### src/rtl/sift_pkg.sv
// Shared types and helpers for the keypoint path.
// The keypoint field layout is defined only in kp_unpack.
// A keypoint word is {x[2W:W+1], y[W:1], layer[0]}.
package sift_pkg;

    localparam logic [7:0] KP_HEADER_BYTE = 8'hA5;

    typedef enum logic [2:0] {
        KP_IDLE,
        KP_HEADER,
        KP_FETCH,
        KP_WAIT,
        KP_SEND0,
        KP_SEND1,
        KP_SEND2,
        KP_FIN
    } kp_state_t;

    typedef struct packed {
        logic [7:0] x;
        logic [7:0] y;
        logic       layer;
    } kp_fields_t;

    // Split a packed keypoint word (zero-extended to 17 bits) with field width w <= 8.
    function automatic kp_fields_t kp_unpack(input logic [16:0] data, input int w);
        kp_fields_t f;
        logic [16:0] mask;
        mask    = (17'd1 << w) - 17'd1;
        f.layer = data[0];
        f.y     = 8'((data >> 1) & mask);
        f.x     = 8'((data >> (w + 1)) & mask);
        return f;
    endfunction

endpackage

### src/rtl/kp_byte_mux.sv
// Keypoint holding register and output byte select with valid/ready handshake.
// In header mode the selected bytes are 0xA5, count[15:8] and count[7:0].
// byte_o is driven only while valid_o is high and is zero otherwise.
module kp_byte_mux
    import sift_pkg::*;
#(
    parameter int W = 6
) (
    input  logic         clk,
    input  logic         rst_in,
    input  logic         load_i,
    input  logic [2*W:0] data_i,
    input  logic         hdr_i,
    input  logic [1:0]   sel_i,
    input  logic [15:0]  count_i,
    input  logic         valid_i,
    input  logic         ready_i,
    output logic [7:0]   byte_o,
    output logic         valid_o,
    output logic         fire_o
);

    logic [2*W:0] hold_q, hold_d;
    kp_fields_t   f;

    assign f       = kp_unpack(17'(hold_q), W);
    assign valid_o = valid_i;
    assign fire_o  = valid_i & ready_i;

    // Load the holding register when the BRAM data is valid.
    always_comb begin
        hold_d = hold_q;
        if (load_i) begin
            hold_d = data_i;
        end
    end

    // Holding register storage.
    always_ff @(posedge clk) begin
        if (rst_in) begin
            hold_q <= '0;
        end else begin
            hold_q <= hold_d;
        end
    end

    // Select the byte presented to the sink; held constant while waiting for ready.
    always_comb begin
        byte_o = 8'h00;
        if (valid_i) begin
            if (hdr_i) begin
                case (sel_i)
                    2'd0:    byte_o = KP_HEADER_BYTE;
                    2'd1:    byte_o = count_i[15:8];
                    default: byte_o = count_i[7:0];
                endcase
            end else begin
                case (sel_i)
                    2'd0:    byte_o = f.x;
                    2'd1:    byte_o = f.y;
                    default: byte_o = {7'b0, f.layer};
                endcase
            end
        end
    end

endmodule

### src/rtl/keypoint_streamer.sv
// Streams keypoints from the octave-1 keypoint BRAM as 3 bytes each (x, y, layer).
// Define KEYPOINT_STREAM_HEADER_EN to prefix the stream with 0xA5, count[15:8], count[7:0].
//
// state     | meaning
// KP_IDLE   | waiting for start
// KP_HEADER | emitting the 3 header bytes (header build only)
// KP_FETCH  | key_read_addr presented for the current index
// KP_WAIT   | waiting out BRAM read latency, then capturing data
// KP_SEND0  | x byte
// KP_SEND1  | y byte
// KP_SEND2  | layer byte, then next index or finish
// KP_FIN    | one-cycle done pulse
module keypoint_streamer
    import sift_pkg::*;
#(
    parameter  int DIMENSION    = 64,
    parameter  int BRAM_LATENCY = 2,
    localparam int W            = $clog2(DIMENSION),
    localparam int AW           = $clog2(DIMENSION * DIMENSION)
) (
    input  logic          clk,
    input  logic          rst_in,
    input  logic          start,
    input  logic [AW:0]   key_count,
    output logic [AW-1:0] key_read_addr,
    input  logic [2*W:0]  key_data,
    output logic [7:0]    byte_out,
    output logic          byte_valid,
    input  logic          byte_ready,
    output logic          busy,
    output logic          done
);

    localparam int          WCW  = $clog2(BRAM_LATENCY + 1);
    localparam logic [AW:0] MAXK = (AW + 1)'(DIMENSION * DIMENSION);

    kp_state_t      state_q, state_d;
    logic [AW:0]    count_q, count_d;
    logic [AW:0]    idx_q, idx_d, idx_next;
    logic [AW-1:0]  addr_q, addr_d;
    logic [WCW-1:0] wcnt_q, wcnt_d;
    logic [1:0]     hsel_q, hsel_d;
    logic [AW:0]    clamped;
    logic           load, fire, valid_req, hdr;
    logic [1:0]     sel;

    assign clamped       = (key_count > MAXK) ? MAXK : key_count;
    assign key_read_addr = addr_q;
    assign busy          = (state_q != KP_IDLE) && (state_q != KP_FIN);
    assign done          = (state_q == KP_FIN);

    // Byte-producing states and which byte each one selects.
    always_comb begin
        valid_req = 1'b0;
        hdr       = 1'b0;
        sel       = 2'd0;
        case (state_q)
            KP_HEADER: begin valid_req = 1'b1; hdr = 1'b1; sel = hsel_q; end
            KP_SEND0:  begin valid_req = 1'b1; sel = 2'd0; end
            KP_SEND1:  begin valid_req = 1'b1; sel = 2'd1; end
            KP_SEND2:  begin valid_req = 1'b1; sel = 2'd2; end
            default:   ;
        endcase
    end

    // Next-state logic for the FSM, index counter and BRAM address.
    always_comb begin
        state_d  = state_q;
        count_d  = count_q;
        idx_d    = idx_q;
        addr_d   = addr_q;
        wcnt_d   = wcnt_q;
        hsel_d   = hsel_q;
        load     = 1'b0;
        idx_next = idx_q + (AW + 1)'(1);
        case (state_q)
            KP_IDLE: begin
                if (start) begin
                    count_d = clamped;
                    idx_d   = '0;
                    hsel_d  = 2'd0;
`ifdef KEYPOINT_STREAM_HEADER_EN
                    state_d = KP_HEADER;
`else
                    if (clamped == '0) begin
                        state_d = KP_FIN;
                    end else begin
                        state_d = KP_FETCH;
                        addr_d  = '0;
                    end
`endif
                end
            end
`ifdef KEYPOINT_STREAM_HEADER_EN
            KP_HEADER: begin
                if (fire) begin
                    if (hsel_q == 2'd2) begin
                        hsel_d = 2'd0;
                        if (count_q == '0) begin
                            state_d = KP_FIN;
                        end else begin
                            state_d = KP_FETCH;
                            addr_d  = '0;
                        end
                    end else begin
                        hsel_d = hsel_q + 2'd1;
                    end
                end
            end
`endif
            KP_FETCH: begin
                wcnt_d  = WCW'(BRAM_LATENCY - 1);
                state_d = KP_WAIT;
            end
            KP_WAIT: begin
                if (wcnt_q == '0) begin
                    load    = 1'b1;
                    state_d = KP_SEND0;
                end else begin
                    wcnt_d = wcnt_q - WCW'(1);
                end
            end
            KP_SEND0: if (fire) state_d = KP_SEND1;
            KP_SEND1: if (fire) state_d = KP_SEND2;
            KP_SEND2: begin
                if (fire) begin
                    idx_d = idx_next;
                    if (idx_next == count_q) begin
                        state_d = KP_FIN;
                    end else begin
                        state_d = KP_FETCH;
                        addr_d  = idx_next[AW-1:0];
                    end
                end
            end
            KP_FIN:  state_d = KP_IDLE;
            default: state_d = KP_IDLE;
        endcase
    end

    // State and datapath registers; reset aborts any stream in progress.
    always_ff @(posedge clk) begin
        if (rst_in) begin
            state_q <= KP_IDLE;
            count_q <= '0;
            idx_q   <= '0;
            addr_q  <= '0;
            wcnt_q  <= '0;
            hsel_q  <= 2'd0;
        end else begin
            state_q <= state_d;
            count_q <= count_d;
            idx_q   <= idx_d;
            addr_q  <= addr_d;
            wcnt_q  <= wcnt_d;
            hsel_q  <= hsel_d;
        end
    end

    kp_byte_mux #(.W(W)) u_mux (
        .clk     (clk),
        .rst_in  (rst_in),
        .load_i  (load),
        .data_i  (key_data),
        .hdr_i   (hdr),
        .sel_i   (sel),
        .count_i (16'(count_q)),
        .valid_i (valid_req),
        .ready_i (byte_ready),
        .byte_o  (byte_out),
        .valid_o (byte_valid),
        .fire_o  (fire)
    );

endmodule

### config.mk
export PLATFORM = sky130hd
export DESIGN_NAME = keypoint_streamer
export DESIGN_NICKNAME = d
export VERILOG_FILES = /design/src/rtl/sift_pkg.sv /design/src/rtl/kp_byte_mux.sv /design/src/rtl/keypoint_streamer.sv
export SDC_FILE = /design/constraint.sdc
export NUM_CORES = 1
export LEC_CHECK = 0
export ABC_CLOCK_PERIOD_IN_PS = 4000
export BUFFER_PORTS_ARGS = -buffer_cell sky130_fd_sc_hd__buf_2
export CAP_MARGIN = 20
export CORE_ASPECT_RATIO = 0.75
export CORE_MARGIN = 5
export CORE_UTILIZATION = 50
export DETAILED_ROUTE_END_ITERATION = 6
export GPL_TIMING_DRIVEN = 0
export PLACE_DENSITY = 0.77
export SKIP_CTS_REPAIR_TIMING = 1
export SLEW_MARGIN = 10
export SYNTH_ARGS = -nofsm -noshare
export SYNTH_HDL_FRONTEND = slang
export SYNTH_SLANG_ARGS = --single-unit
### constraint.sdc
create_clock -name clk -period 4 [get_ports clk]
set_clock_uncertainty 0.1 [all_clocks]
set_input_delay 0 -clock clk [delete_from_list [all_inputs] [get_ports clk]]
set_output_delay 0 -clock clk [all_outputs]
set_load 0.005 [all_outputs]
==> metrics.md <==
| Metric | Value |
|---|---|
| Syn Std Cell Area | `3070 µm²` |
| Overall routing resource usage | `21.2%` |
| Die area | `7830 µm²` |
| Critical Path End | `key_read_addr[4]$_SDFFE_PP0P_` |
| RSZ-0062 raised after global routing | `false` |
| Lkg Pwr | `0.00152 µW` |
| CP Max Fanout | `8` |
| Final Wtd Congestion | `0.941` |
| Clk slew on worst S/H paths | `100 ps` |
| Max VDD drop | `0.000210 V` |
| Height of the chip | `77.9 µm` |
| Share of cells above drive strength 1 | `16.7%` |
| Core ar. | `5890 µm²` |
| Wire per inst | `15.7 µm` |
| Grt ovf | `0` |
| Worst R2R Start | `idx_q[1]$_SDFFE_PP0P_` |
| Crit path from | `idx_q[1]$_SDFFE_PP0P_` |
| Outcome | `finished, final reports clean` |
| Initial core utilization | `52.2%` |
| Antenna violations before repair | `0` |
| Post-route cell area | `3800 µm²` |
| Via count of the first global-routing pass | `2723` |
| Most area-consuming cells after synthesis | `dfxtp_1 36%, nand2_1 6.5%, nor2_1 5.9%` |
| Share of the synthesized area in the top cell type | `36.5%` |
| CP Class | `flip-flop to flip-flop` |
| Register bit total from synthesis | `56` |
| Top cell by count, worst path | `buf_4` |
| Placed insts | `517` |
| Largest net degree at the start of global routing | `18` |
| TNS Setup | `0 ps` |
| Syn avg cell area | `7.90 µm²` |
| Detail Route Antenna Nets | `0` |
| H-tree levels | `2` |
| Syn. warnings | `0` |
| Most frequent cell after synthesis | `dfxtp_1` |
| PD cells | `329 nW/µm²` |
| Finished Layout Cells | `552` |
| Drt first pass iters | `5` |
| Data required, critical path | `4110 ps` |
| Cell depth of the worst setup path | `10` |
| Port buffer count | `50` |
| Tmin final | `2660 ps` |
| Synthesized instance count | `389` |
| Final Max Tran Viols | `0` |
| Final WL | `8690 µm` |
| First-pass GRT wire length | `13500 µm` |
| Sinks on Clock Net | `56` |
| R2R Setup Slk | `1340 ps` |
| Area after DPL | `3420 µm²` |
| Layout area overhead | `23.7%` |
| CP Launch Type | `flip-flop` |
| Hold WC Path Type | `primary input to flip-flop` |
| # rows | `24` |
| Top cell type by total area after synthesis | `dfxtp_1` |
| Syn_nets | `421` |
| Synth unique cells | `55` |
| Drt via density | `5.60` |
| DR vias | `3090` |
| Root buf cell | `clkbuf_8` |
| Cells along the critical path | `ha_1 -> buf_4 -> and3_1 -> buf_4 -> xnor2_1 -> a211oi_2 -> o2111ai_1 -> nor4_4 -> nor2_2 -> mux2_1` |
| Worst path bufs/invs | `2` |
| Worst reg2reg endpoint | `key_read_addr[4]$_SDFFE_PP0P_` |
| Least-Margin Pin Slew | `680 ps` |
| Hold Vio Cnt, Final | `0` |
| 1st-iter DRT viols | `211` |
| Sequential-to-total area share from yosys stat | `36.5%` |
| Number of flops mapped to enable cells by yosys | `0` |
| Detailed placement HPWL | `6280 µm` |
| Primary FF master, synth | `dfxtp_1` |
| Slew HR | `54.6%` |
| Max Freq | `376 MHz` |
| TritonCTS Buffers | `5` |
| Top delay family on crit path | `simple AND/OR/NAND/NOR gates` |
| Slowest cell on crit path | `nor4_4` |
| Final nets | `505` |
| CP max stage delay | `380 ps` |
| Crit. End Element | `flip-flop` |
| Worst R2R Path Depth | `10` |
| DRC violations left | `0` |
| N_diodes | `0` |
| Endpoints failing setup | `0` |
| Die W | `101 µm` |
| CTS tree | `built` |
| Worst-skew pair later-pin latency | `310 ps` |
| Top post-synthesis cells by count | `56 x dfxtp_1, 53 x nand2_1, 48 x nor2_1, 35 x a21oi_1` |
| IO Count | `53` |
| FFs w/ async S/R, synth | `0%` |
| Max-cap violations | `0` |
| Fin crit share | `66.4%` |
| Longest Clk Path Bufs | `2` |
| WP data arrival | `2770 ps` |
==> layout make-up <==
cell class	instances	area [µm²]
Fill cell	534	2080
Multi-Input combinational cell	294	1770
Sequential cell	56	1120
Timing Repair Buffer	77	520
Buffer	30	151
Tap cell	78	97.6
Clock buffer	5	68.8
Clock inverter	3	42.5
Inverter	9	33.8
==> state kept, by name (all words and copies together) (netlist names) <==
| signal | cells |
|---|---|
| wcnt_q | 2 |
| key_read_addr | 12 |
| idx_q | 13 |
| count_q | 13 |
| u_mux.hold_q | 13 |
| state_q | 3 |
==> worst min-delay path, stage by stage <==
cell	delay, ps
clkbuf_1	160
nor2b_1	130
mux2_1	120
==> where the power goes <==
part	internal, µW	switching (µW)
clock network	186	191
registers	579	15.7
logic	118	162
==> how the worst min path moves through the flow <==
stage | startpoint | to | slack [ps] | depth (start not counted)
global route | rst_in | key_read_addr[0]$_SDFFE_PP0P_ | 70 | 3
floorplan | key_data[3] | u_mux.hold_q[3]$_SDFFE_PP0P_ | 40 | 2
global placement | key_data[2] | u_mux.hold_q[2]$_SDFFE_PP0P_ | 140 | 3
CTS | key_data[5] | u_mux.hold_q[5]$_SDFFE_PP0P_ | -190 | 3
finish | rst_in | key_read_addr[4]$_SDFFE_PP0P_ | 20 | 3
detailed placement | key_data[1] | u_mux.hold_q[1]$_SDFFE_PP0P_ | 150 | 3
==> cell families (layout without fill, tap and decap cells) <==
group                      count (synthesis)  after routing  synth area share, %
buffers and inverters                     39            124                 6.03
muxes                                     16             16                 5.30
DFF                                       56             56                 36.5
and+or+nand+nor                          168            168                 26.4
xor gates and xnor gates                  21             21                 6.92
other                                      1              1                0.122
AOI/OAI and AO/OA                         86             86                 17.9
adders and majority gates                  2              2                0.815
==> layer usage <==
| layer | global-route usage, % | part of all wire, % | up-vias |
|---|---|---|---|
| li1 | - | - | 1510 |
| met1 | 32.1 | 46 | 1441 |
| met2 | 30.6 | 45 | 133 |
| met3 | 4.39 | 8.5 | 6 |
| met4 | 4.58 | 0.62 | 0 |
| met5 | 0 | 0 | - |
==> placed cells by master, fill, tap and decap left out, types with 2 or more instances in the layout <==
cell type,netlist,final
mux2_1,2,2
o2111ai_1,2,2
inv_1,9,9
dfxtp_1,56,56
xor2_1,8,8
a31oi_1,2,2
buf_4,6,6
mux2i_1,14,14
clkbuf_1,14,14
nor3b_1,3,3
nor2b_1,5,5
xnor2_1,11,11
nand2_1,53,53
ha_1,2,2
nor2_1,48,48
dlygate4sd3_1,0,27
nor3_1,11,11
o21ai_0,14,14
nand3_1,11,11
a21oi_1,35,35
buf_1,2,2
nand2b_1,15,15
or3_1,4,4
nor4_1,4,4
nand4_1,3,3
o211ai_1,2,2
and3_1,3,3
clkbuf_8,0,5
a22oi_1,15,15
buf_2,6,56
a2bb2oi_1,2,2
o22ai_1,2,2
==> per-stage QoR <==
step	utilization, %	hold WS [ps]	setup slack, ps	total power, µW
floorplan	-	36.0	1610	783
global placement	58.1	142	1370	853
detailed placement	58.1	147	1340	861
CTS	60.0	-192	1320	1230
global route	64.6	66.6	1110	1310
finish	64.6	24.2	1340	1250
No activity file was read; power rests on OpenSTA's default activity.
